File: src/rtl/iscbdiv_pkg.sv
// Shared parameters, lane state layout, reset constants and per-stage helper
// functions for the multi-channel correlated stochastic divider.
package iscbdiv_pkg;

    localparam int NCH           = 4;
    localparam int DEP_ABS       = 3;
    localparam int DEP_B2U       = 3;
    localparam int DEP_KERNEL    = 2;
    localparam int DEPLOG_KERNEL = 1;
    localparam int DEP_SYNC      = 2;
    localparam int SYNC_W        = $clog2(DEP_SYNC + 1);

    localparam logic [DEP_ABS-1:0] SC_HALF = {1'b1, {(DEP_ABS-1){1'b0}}};
    localparam logic [DEP_ABS-1:0] SC_MAX  = {DEP_ABS{1'b1}};
    localparam logic [SYNC_W-1:0]  C_MAX   = SYNC_W'(DEP_SYNC);

    // B2U arithmetic is done one bit wider than the accumulator so the
    // +/-1 step can be clamped before it is stored.
    localparam logic signed [DEP_B2U+1:0] B2U_ONE  = (DEP_B2U+2)'(1);
    localparam logic signed [DEP_B2U+1:0] B2U_ZERO = '0;
    localparam logic signed [DEP_B2U+1:0] B2U_MAX  = (DEP_B2U+2)'((2**DEP_B2U) - 1);
    localparam logic signed [DEP_B2U+1:0] B2U_MIN  = (DEP_B2U+2)'(-(2**DEP_B2U));

    typedef struct packed {
        logic [DEP_ABS-1:0]        sc_dvd;
        logic [DEP_ABS-1:0]        sc_dvs;
        logic signed [DEP_B2U:0]   acc_dvd;
        logic signed [DEP_B2U:0]   acc_dvs;
        logic [SYNC_W-1:0]         c;
        logic [DEP_KERNEL-1:0]     tr;
        logic                      g;
    } lane_state_t;

    localparam lane_state_t LANE_RST = '{
        sc_dvd:  SC_HALF,
        sc_dvs:  SC_HALF,
        acc_dvd: '0,
        acc_dvs: '0,
        c:       '0,
        tr:      '0,
        g:       1'b0
    };

    typedef struct packed {
        logic                    u;
        logic signed [DEP_B2U:0] acc;
    } b2u_t;

    function automatic logic [DEP_ABS-1:0] sc_step(input logic [DEP_ABS-1:0] v,
                                                   input logic up);
        if (up)
            return (v == SC_MAX) ? v : v + DEP_ABS'(1);
        else
            return (v == '0) ? v : v - DEP_ABS'(1);
    endfunction

    function automatic b2u_t b2u_step(input logic signed [DEP_B2U:0] acc,
                                      input logic a);
        logic signed [DEP_B2U+1:0] t;
        b2u_t r;
        t = (DEP_B2U+2)'(acc) + (a ? B2U_ONE : -B2U_ONE);
        if (t > B2U_MAX)
            t = B2U_MAX;
        else if (t < B2U_MIN)
            t = B2U_MIN;
        r.u   = (t >= B2U_ONE);
        r.acc = (DEP_B2U+1)'(t - (r.u ? B2U_ONE : B2U_ZERO));
        return r;
    endfunction

endpackage

File: src/rtl/iscbdiv_lane.sv
// One divider lane: sign extraction, B2U, correlation sync, trace-replay
// kernel, U2B and sign restoration, with a synchronous flush to reset state.
module iscbdiv_lane
    import iscbdiv_pkg::*;
(
    input  logic                     clk,
    input  logic                     rst_n,
    input  logic                     en_i,
    input  logic                     flush_i,
    input  logic                     mode_bi_i,
    input  logic [DEPLOG_KERNEL-1:0] rand_num_i,
    input  logic                     dividend_i,
    input  logic                     divisor_i,
    output logic                     quotient_o
);

    lane_state_t st_q, st_d, st_n;
    logic        q_q, q_d;

    logic s_dvd, s_dvs, u_dvd, u_dvs, xs, k, out;
    b2u_t b_dvd, b_dvs;

    always_comb begin
        st_n  = st_q;
        st_d  = st_q;
        q_d   = q_q;
        s_dvd = 1'b0;
        s_dvs = 1'b0;
        b_dvd = '0;
        b_dvs = '0;
        u_dvd = dividend_i;
        u_dvs = divisor_i;
        xs    = dividend_i;
        k     = 1'b0;
        out   = 1'b0;

        if (mode_bi_i) begin
            s_dvd = (st_q.sc_dvd < SC_HALF);
            s_dvs = (st_q.sc_dvs < SC_HALF);
            st_n.sc_dvd  = sc_step(st_q.sc_dvd, dividend_i);
            st_n.sc_dvs  = sc_step(st_q.sc_dvs, divisor_i);
            b_dvd = b2u_step(st_q.acc_dvd, dividend_i ^ s_dvd);
            b_dvs = b2u_step(st_q.acc_dvs, divisor_i ^ s_dvs);
            st_n.acc_dvd = b_dvd.acc;
            st_n.acc_dvs = b_dvs.acc;
            u_dvd = b_dvd.u;
            u_dvs = b_dvs.u;
        end

        // Move dividend ones out of divisor-zero slots into later divisor-one slots.
        if (u_dvd && !u_dvs && (st_q.c < C_MAX)) begin
            xs     = 1'b0;
            st_n.c = st_q.c + SYNC_W'(1);
        end else if (!u_dvd && u_dvs && (st_q.c != '0)) begin
            xs     = 1'b1;
            st_n.c = st_q.c - SYNC_W'(1);
        end else begin
            xs     = u_dvd;
        end

        if (u_dvs) begin
            k       = xs;
            st_n.tr = {st_q.tr[DEP_KERNEL-2:0], xs};
        end else begin
            k       = st_q.tr[rand_num_i];
        end

        if (mode_bi_i) begin
            out = k | st_q.g;
            if (!k)
                st_n.g = ~st_q.g;
        end else begin
            out = k;
        end

        if (flush_i) begin
            st_d = LANE_RST;
            q_d  = 1'b0;
        end else if (en_i) begin
            st_d = st_n;
            q_d  = out ^ s_dvd ^ s_dvs;
        end
    end

    always_ff @(posedge clk or negedge rst_n) begin
        if (!rst_n) begin
            st_q <= LANE_RST;
            q_q  <= 1'b0;
        end else begin
            st_q <= st_d;
            q_q  <= q_d;
        end
    end

    assign quotient_o = q_q;

endmodule

File: src/rtl/iscbdiv_mc.sv
// Multi-channel stochastic divider top: registers the encoding mode, detects
// mode changes as flush cycles and fans the controls out to NCH lanes.
module iscbdiv_mc
    import iscbdiv_pkg::*;
(
    input  logic                     clk,
    input  logic                     rst_n,
    input  logic                     en,
    input  logic                     mode_bi,
    input  logic [DEPLOG_KERNEL-1:0] randNum,
    input  logic [NCH-1:0]           dividend,
    input  logic [NCH-1:0]           divisor,
    output logic [NCH-1:0]           quotient
);

    logic mode_q;
    logic flush;

    assign flush = (mode_bi != mode_q);

    // mode_q follows mode_bi regardless of en so a flush is never deferred.
    always_ff @(posedge clk or negedge rst_n) begin
        if (!rst_n)
            mode_q <= 1'b0;
        else
            mode_q <= mode_bi;
    end

    for (genvar i = 0; i < NCH; i++) begin : g_lane
        iscbdiv_lane u_lane (
            .clk        (clk),
            .rst_n      (rst_n),
            .en_i       (en),
            .flush_i    (flush),
            .mode_bi_i  (mode_bi),
            .rand_num_i (randNum),
            .dividend_i (dividend[i]),
            .divisor_i  (divisor[i]),
            .quotient_o (quotient[i])
        );
    end

endmodule

File: config.mk
export PLATFORM = sky130hd
export DESIGN_NAME = iscbdiv_mc
export DESIGN_NICKNAME = d
export VERILOG_FILES = /design/src/rtl/iscbdiv_pkg.sv /design/src/rtl/iscbdiv_lane.sv /design/src/rtl/iscbdiv_mc.sv
export SDC_FILE = /design/constraint.sdc
export NUM_CORES = 1
export LEC_CHECK = 0
export BUFFER_PORTS_ARGS = -buffer_cell sky130_fd_sc_hd__buf_2
export CAP_MARGIN = 20
export CORE_MARGIN = 1
export CORE_UTILIZATION = 35
export DETAILED_ROUTE_END_ITERATION = 8
export PLACE_DENSITY = 0.48
export SLEW_MARGIN = 0
export SYNTH_ARGS = -nofsm -noshare
export SYNTH_HDL_FRONTEND = slang
export SYNTH_HIERARCHICAL = 1
export SYNTH_SLANG_ARGS = --single-unit
File: constraint.sdc
create_clock -name clk -period 4.6 [get_ports clk]
set_input_delay 0.92 -clock clk [delete_from_list [all_inputs] [get_ports clk]]
set_output_delay 0.92 -clock clk [all_outputs]
set_load 0.02 [all_outputs]
==> results.sh, run 1 <==
export IMPL_status="finished, final reports clean"
export IMPL_final_cell_mix="nor2_1, dfrtp_1, nand2_1"
export IMPL_synth_compound_area_share=0.2435
export IMPL_clockPowerShare=0.237
export IMPL_slowest_stage="a211oi_1"
export IMPL_rsz0062_at_grt="no"
export IMPL_grt_start_max_net_pins=55
export IMPL_setup_viol=0
export IMPL_tns_ns=0
export IMPL_required_ns=4.86
export IMPL_drc=0
export IMPL_dieWidth_um=145.2
export IMPL_syn_cell_area_um2=7177
export IMPL_critPathMaxFanout=10
export IMPL_p_seq_frac=0.286
export IMPL_fill_cells=2055
export IMPL_async_flop_share=1.000
export IMPL_internal_power_mw=2.064
export IMPL_maxCapViolCount=0
export IMPL_cts_buffers=9
export IMPL_cts_resized=0
export IMPL_synth_cell_type_count=71
export IMPL_dpl_instance_area_um2=7523
export IMPL_fin_crit_sh=0.7879
export IMPL_wirelength_um=16360
export IMPL_syn_nets=887
export IMPL_cts_buffer_depth=2
export IMPL_ys_flop_type="dfrtp_1"
export IMPL_clock_latency_ns=0.34
export IMPL_layout_cells_non_filler=1103
export IMPL_p_sw_mw=1.365
export IMPL_synth_simple_area_share=0.2340
export IMPL_timing_fmax_mhz=275.9
export IMPL_ir_drop_mv=0.1825
export IMPL_nNetsFinal=889
export IMPL_area_growth_pct=9.432
export IMPL_arrival_ns=3.89
export IMPL_dp_hpwl_um=11420
export IMPL_grt_pass1_wl_um=28380
export IMPL_drtIter0Drc=399
export IMPL_viasPerCell=5.501
export IMPL_die_h_um=145.2
export IMPL_period_needed_ns=3.624
export IMPL_synth_edf_count=0
export IMPL_min_path_type="reg -> reg"
export IMPL_cts_tree="done"
export IMPL_switching_share=0.3980
export IMPL_powerDensity_nw_per_um2=436.6
export IMPL_slew_viol_final=0
export IMPL_tightest_slew_ns=0.8622
export IMPL_gr_total_overflow=0
export IMPL_synth_fa_ha_area_frac=0.09205
export IMPL_combPwrFrac=0.477
export IMPL_worstSetupEndpointType="flop"
export IMPL_gp_congestion=0.8409
export IMPL_muxShareOfSynthArea=0.009763
export IMPL_grt_pass1_vias=5983
export IMPL_postSynthCellCount=826
export IMPL_hold_viol=0
export IMPL_ys_ff_latch=81
export IMPL_layout_commonest_cell="nor2_1"
export IMPL_synth_seq_area_share=0.2838
export IMPL_dr_pass1_iters=4
export IMPL_routedWlPerCell_um=14.83
export IMPL_clk_pin_slew_ns=0.06
export IMPL_grt_usage=0.1614
export IMPL_cpPeakStageDelay_ns=0.53
export IMPL_fin_skew_ns=0.008005
export IMPL_start_util=0.3558
export IMPL_p_leak_nw=3.235
export IMPL_dieArea_um2=21080
export IMPL_crit_path_start_kind="input pin"
export IMPL_yosysWarnings=6
export IMPL_cts_root_buf="clkbuf_16"
export IMPL_cpMostUsedCell="a21oi_1"
export IMPL_io_buffers=16
export IMPL_p_total_mw=3.429
export IMPL_vias=6068
export IMPL_placement_rows=52
export IMPL_htree_num_levels=3
export IMPL_synthXorXnorAreaFrac=0.09048
export IMPL_ant_nets=0
export IMPL_cp_cell_sequence="buf_2 -> xnor2_4 -> xnor2_1 -> ha_1 -> or3b_2 -> a21oi_1 -> o311ai_0 -> o211a_2 -> a211oi_1 -> o21ai_0 -> a21oi_1"
export IMPL_cts_setup_buffers=0
export IMPL_max_slew_margin=0.4177
export IMPL_drive_gt1_frac=0.1465
export IMPL_design_core_area_um2=20170
export IMPL_stdcell_area_um2=7854
export IMPL_antenna_found_initial=0
export IMPL_avgSynthCellArea_um2=8.689
export IMPL_timing_worst_setup_path_type="in -> reg"
export IMPL_dp_cells=1087
export IMPL_ctsHoldBuffers=0
export IMPL_io_pins=17
export IMPL_synth_top_family_by_area="compound AO/OA/AOI/OAI gates"
export IMPL_antenna_cells=0
export IMPL_clock_sinks=81
==> critical path, delay by kind of cell <==
family / cells / cell delay (ns)
simple gates: 1 / 0.45
xor+xnor: 2 / 0.48
buf+inv: 1 / 0.17
fa+ha+maj: 1 / 0.35
compound gates: 6 / 1.50
==> stage by stage <==
stage | setup WS, ns | hold slack [ns] | util
global placement | 0.7403 | 0.5056 | 0.3730
finish | 0.9759 | 0.5339 | 0.3894
detailed placement | 0.6753 | 0.5210 | 0.3730
CTS | 1.044 | 0.5373 | 0.3894
floorplan | 1.080 | 0.4859 | -
global route | 0.7109 | 0.5693 | 0.3894
==> area by class of cell <==
class / count / area, um2 / area share
clock buffers: 11 / 252.7 / 0.03218
clock inverters: 5 / 77.57 / 0.009877
inverters: 52 / 195.2 / 0.02485
multi-input cells: 662 / 4826 / 0.6145
flip-flops and latches: 81 / 2037 / 0.2594
well taps: 270 / 337.8 / 0.04301
repair buffers: 22 / 127.6 / 0.01625
==> state kept, by name, summed over array words and instances (netlist names) <==
signal	count
g_lane.u_lane/quotient_o	4
g_lane.u_lane/st_q	76
mode_q	1
==> cell usage after synthesis (all sizes together), types with 7 or more instances <==
cell	number	share of area
or2	23	0.020
o21ai	27	0.019
dfstp	8	0.029
fa	8	0.022
dfrtp	73	0.25
or3b	15	0.018
nor3b	7	0.0073
and2	7	0.0066
a31o	7	0.0085
a211oi	34	0.036
clkbuf	19	0.011
inv	52	0.027
mux2i	7	0.0098
a311oi	8	0.0098
nand2	50	0.026
a21boi	8	0.0084
a21o	24	0.026
o41ai	8	0.0098
nor2	92	0.048
nand3	19	0.013
xnor2	48	0.079
o211ai	15	0.018
xor2	9	0.011
nor3	42	0.029
ha	40	0.070
buf	12	0.0085
nor2b	9	0.0078
and3	7	0.0066
nor4b	10	0.018
a41oi	8	0.0098
o211a	8	0.011
a21oi	44	0.031
==> logic make-up (layout without fill, tap and decap cells) <==
family | count (synthesis) | after routing
AOI/OAI and AO/OA | 240 | 240
xor gates and xnor gates | 57 | 57
adders and majority gates | 48 | 48
buffers and inverters | 83 | 90
DFF | 81 | 81
muxes | 7 | 7
and+or+nand+nor | 310 | 310
==> power by group through the flow <==
stage | clock [mW] | sequential (mW) | combinational, mW
after detailed placement | 0 | 0.992 | 1.63
after global routing | 0.875 | 1.00 | 1.86
after floorplan | 0 | 0.926 | 1.36
after global placement | 0 | 0.987 | 1.59
after CTS | 0.845 | 0.981 | 1.64
final | 0.812 | 0.982 | 1.64
==> final timing paths <==
check,startpoint,slack (ns),depth (start not counted),to
min,g_lane[1].u_lane/st_q[2]$_DFFE_PN0P_,0.53,2,g_lane[1].u_lane/st_q[2]$_DFFE_PN0P_
max reg2reg,g_lane[1].u_lane/st_q[15]$_DFFE_PN1P_,1.23,10,g_lane[1].u_lane/quotient_o$_DFFE_PN0P_
max,divisor[1],0.98,11,g_lane[1].u_lane/quotient_o$_DFFE_PN0P_
max in group asynchronous,rst_n,3.04,2,g_lane[0].u_lane/st_q[18]$_DFFE_PN1P_
min in group asynchronous,rst_n,0.64,1,g_lane[0].u_lane/st_q[6]$_DFFE_PN0P_
min reg2reg,g_lane[1].u_lane/st_q[2]$_DFFE_PN0P_,0.53,2,g_lane[1].u_lane/st_q[2]$_DFFE_PN0P_
==> routing by layer <==
metal  track usage  vias to the layer above  part of all wire
met5             0                        -                 0
met4       0.05000                        0             0.014
met3       0.02107                       22             0.024
met2        0.2620                       87              0.45
met1        0.2223                     2913              0.51
li1              -                     3046                 -
Note: power is estimated with default switching activity, not from simulation.
==> run 2, diff against run 1 <==
- clock period: 4.6 -> 3.7 ns (I/O delays scaled with it)
==> run 2 against run 1 <==
Effect of this change:
- worst setup slack worse by 0.62 ns
- die area stayed put
- non-clock buffer count is 17 higher
- via count is 1.8% higher
- flip-flop and latch count stayed put
- critical endpoint is now g_lane[2].u_lane/st_q[0]$_DFFE_PN0P_
- largest power group unchanged
- highest routed layer unchanged
==> results.sh, run 2 (synthesis gave the netlist of run 1 again) <==
export IMPL_start_util=0.3558
export IMPL_dpl_instance_area_um2=7664
export IMPL_gp_congestion=0.8576
export IMPL_slew_viol_final=0
export IMPL_dp_cells=1104
export IMPL_nNetsFinal=906
export IMPL_crit_path_start_kind="input pin"
export IMPL_cts_setup_buffers=0
export IMPL_clock_sinks=81
export IMPL_clock_latency_ns=0.35
export IMPL_arrival_ns=3.63
export IMPL_min_path_type="in -> async"
export IMPL_routedWlPerCell_um=14.86
export IMPL_cts_tree="done"
export IMPL_cts_buffers=9
export IMPL_cts_resized=0
export IMPL_tns_ns=0
export IMPL_hold_viol=0
export IMPL_dieArea_um2=21080
export IMPL_drtIter0Drc=422
export IMPL_grt_start_max_net_pins=45
export IMPL_status="finished, final reports clean"
export IMPL_regMostFlops="g_lane.u_lane/st_q"
export IMPL_htree_num_levels=3
export IMPL_timing_fmax_mhz=298.7
export IMPL_ir_drop_mv=0.2506
export IMPL_dp_slack_ns=0.02666
export IMPL_period_needed_ns=3.348
export IMPL_grt_pass1_wl_um=28980
export IMPL_grt_pass1_vias=6047
export IMPL_antenna_cells=0
export IMPL_io_pins=17
export IMPL_gr_total_overflow=0
export IMPL_ctsHoldBuffers=0
export IMPL_wirelength_um=16650
export IMPL_maxCapViolCount=0
export IMPL_rsz0062_at_grt="no"
export IMPL_powerDensity_nw_per_um2=531.9
export IMPL_stdcell_area_um2=7960
export IMPL_max_slew_margin=0.4109
export IMPL_ant_nets=0
export IMPL_placement_rows=52
export IMPL_finalCoreUtilization=0.3947
export IMPL_io_buffers=16
export IMPL_clk_pin_slew_ns=0.07
export IMPL_tightest_slew_ns=0.8722
export IMPL_drive_gt1_frac=0.1624
export IMPL_drc=0
export IMPL_fill_cells=2001
export IMPL_worstSetupEndpointType="flop"
export IMPL_design_core_area_um2=20170
export IMPL_p_leak_nw=3.300
export IMPL_dr_pass1_iters=5
export IMPL_setup_viol=0
export IMPL_largest_reg_flops=76
export IMPL_required_ns=3.98
export IMPL_final_cell_mix="nor2_1, dfrtp_1, nand2_1"
export IMPL_critPathMaxFanout=10
export IMPL_antenna_found_initial=0
export IMPL_die_h_um=145.2
export IMPL_timing_worst_setup_path_type="in -> reg"
export IMPL_fin_skew_ns=0.01437
export IMPL_area_growth_pct=10.91
export IMPL_cts_root_buf="clkbuf_16"
export IMPL_vias=6176
export IMPL_dp_hpwl_um=11840
export IMPL_cts_buffer_depth=2
export IMPL_fin_crit_sh=0.9049
export IMPL_viasPerCell=5.514
export IMPL_layout_commonest_cell="nor2_1"
export IMPL_layout_cells_non_filler=1120
export IMPL_grt_usage=0.1657
export IMPL_layout_setup_ws_ns=0.3517
export IMPL_dieWidth_um=145.2
==> run 2: cell count changes in the layout (fill, tap and decap cells not counted), sizes merged <==
| cell | previous run | this run |
|---|---|---|
| buf | 22 | 39 |
| bufinv | 2 | 1 |
| clkbuf | 11 | 10 |
| clkinvlp | 1 | 2 |
| inv | 52 | 53 |
==> run 2: final timing paths <==
path	slack, ns	to	start	depth (start not counted)
worst max register to register	0.38	g_lane[2].u_lane/st_q[0]$_DFFE_PN0P_	g_lane[2].u_lane/st_q[15]$_DFFE_PN1P_	10
min in group clk	0.53	g_lane[3].u_lane/st_q[2]$_DFFE_PN0P_	g_lane[3].u_lane/st_q[2]$_DFFE_PN0P_	2
max in group asynchronous	2.46	g_lane[3].u_lane/st_q[15]$_DFFE_PN1P_	rst_n	2
worst min-delay path	0.42	g_lane[0].u_lane/st_q[14]$_DFFE_PN0P_	rst_n	1
worst max-delay path	0.35	g_lane[2].u_lane/st_q[0]$_DFFE_PN0P_	divisor[2]	11
worst min register to register	0.53	g_lane[3].u_lane/st_q[2]$_DFFE_PN0P_	g_lane[3].u_lane/st_q[2]$_DFFE_PN0P_	2
==> run 2: layer usage <==
layer	share of wire	global-route usage	vias up	wire, um
met5	0	0	-	0
met4	0.013	0.05158	0	211
met3	0.027	0.02296	17	442
met2	0.47	0.2832	100	7844
met1	0.49	0.2155	2971	8148
li1	-	-	3088	-
==> run 2: final cells by class <==
cell class	count	area, um2	area share
clock buffers	10	229.0	0.02876
inverters	52	195.2	0.02452
flip-flops and latches	81	2037	0.2559
multi-input cells	662	4826	0.6063
repair buffers	39	267.8	0.03364
clock inverters	6	67.56	0.008488
well taps	270	337.8	0.04244
==> run 2: critical path: stages <==
cell      delay, ns
buf_2          0.17
xnor2_4        0.31
xnor2_1        0.15
ha_1           0.37
or3b_2         0.45
a21oi_1        0.19
o311ai_0       0.14
o211a_2        0.34
nor4b_4        0.15
or4b_1         0.52
nand3_1        0.10
==> run 2: metrics by stage <==
stage,power [mW],hold WS (ns)
2_1_floorplan,2.842,0.4444
3_3_place_gp,3.260,0.5079
3_5_place_dp,3.314,0.5123
4_1_cts,4.280,0.4301
5_1_grt,4.604,0.4571
6_report,4.234,0.4172
==> run 2: where the power goes <==
group / internal [mW] / leakage (nW) / switching (mW)
sequential: 1.02 / 1.06 / 0.198
combinational: 0.962 / 2.10 / 1.13
clock: 0.526 / 0.139 / 0.398
total: 2.51 / 3.30 / 1.72
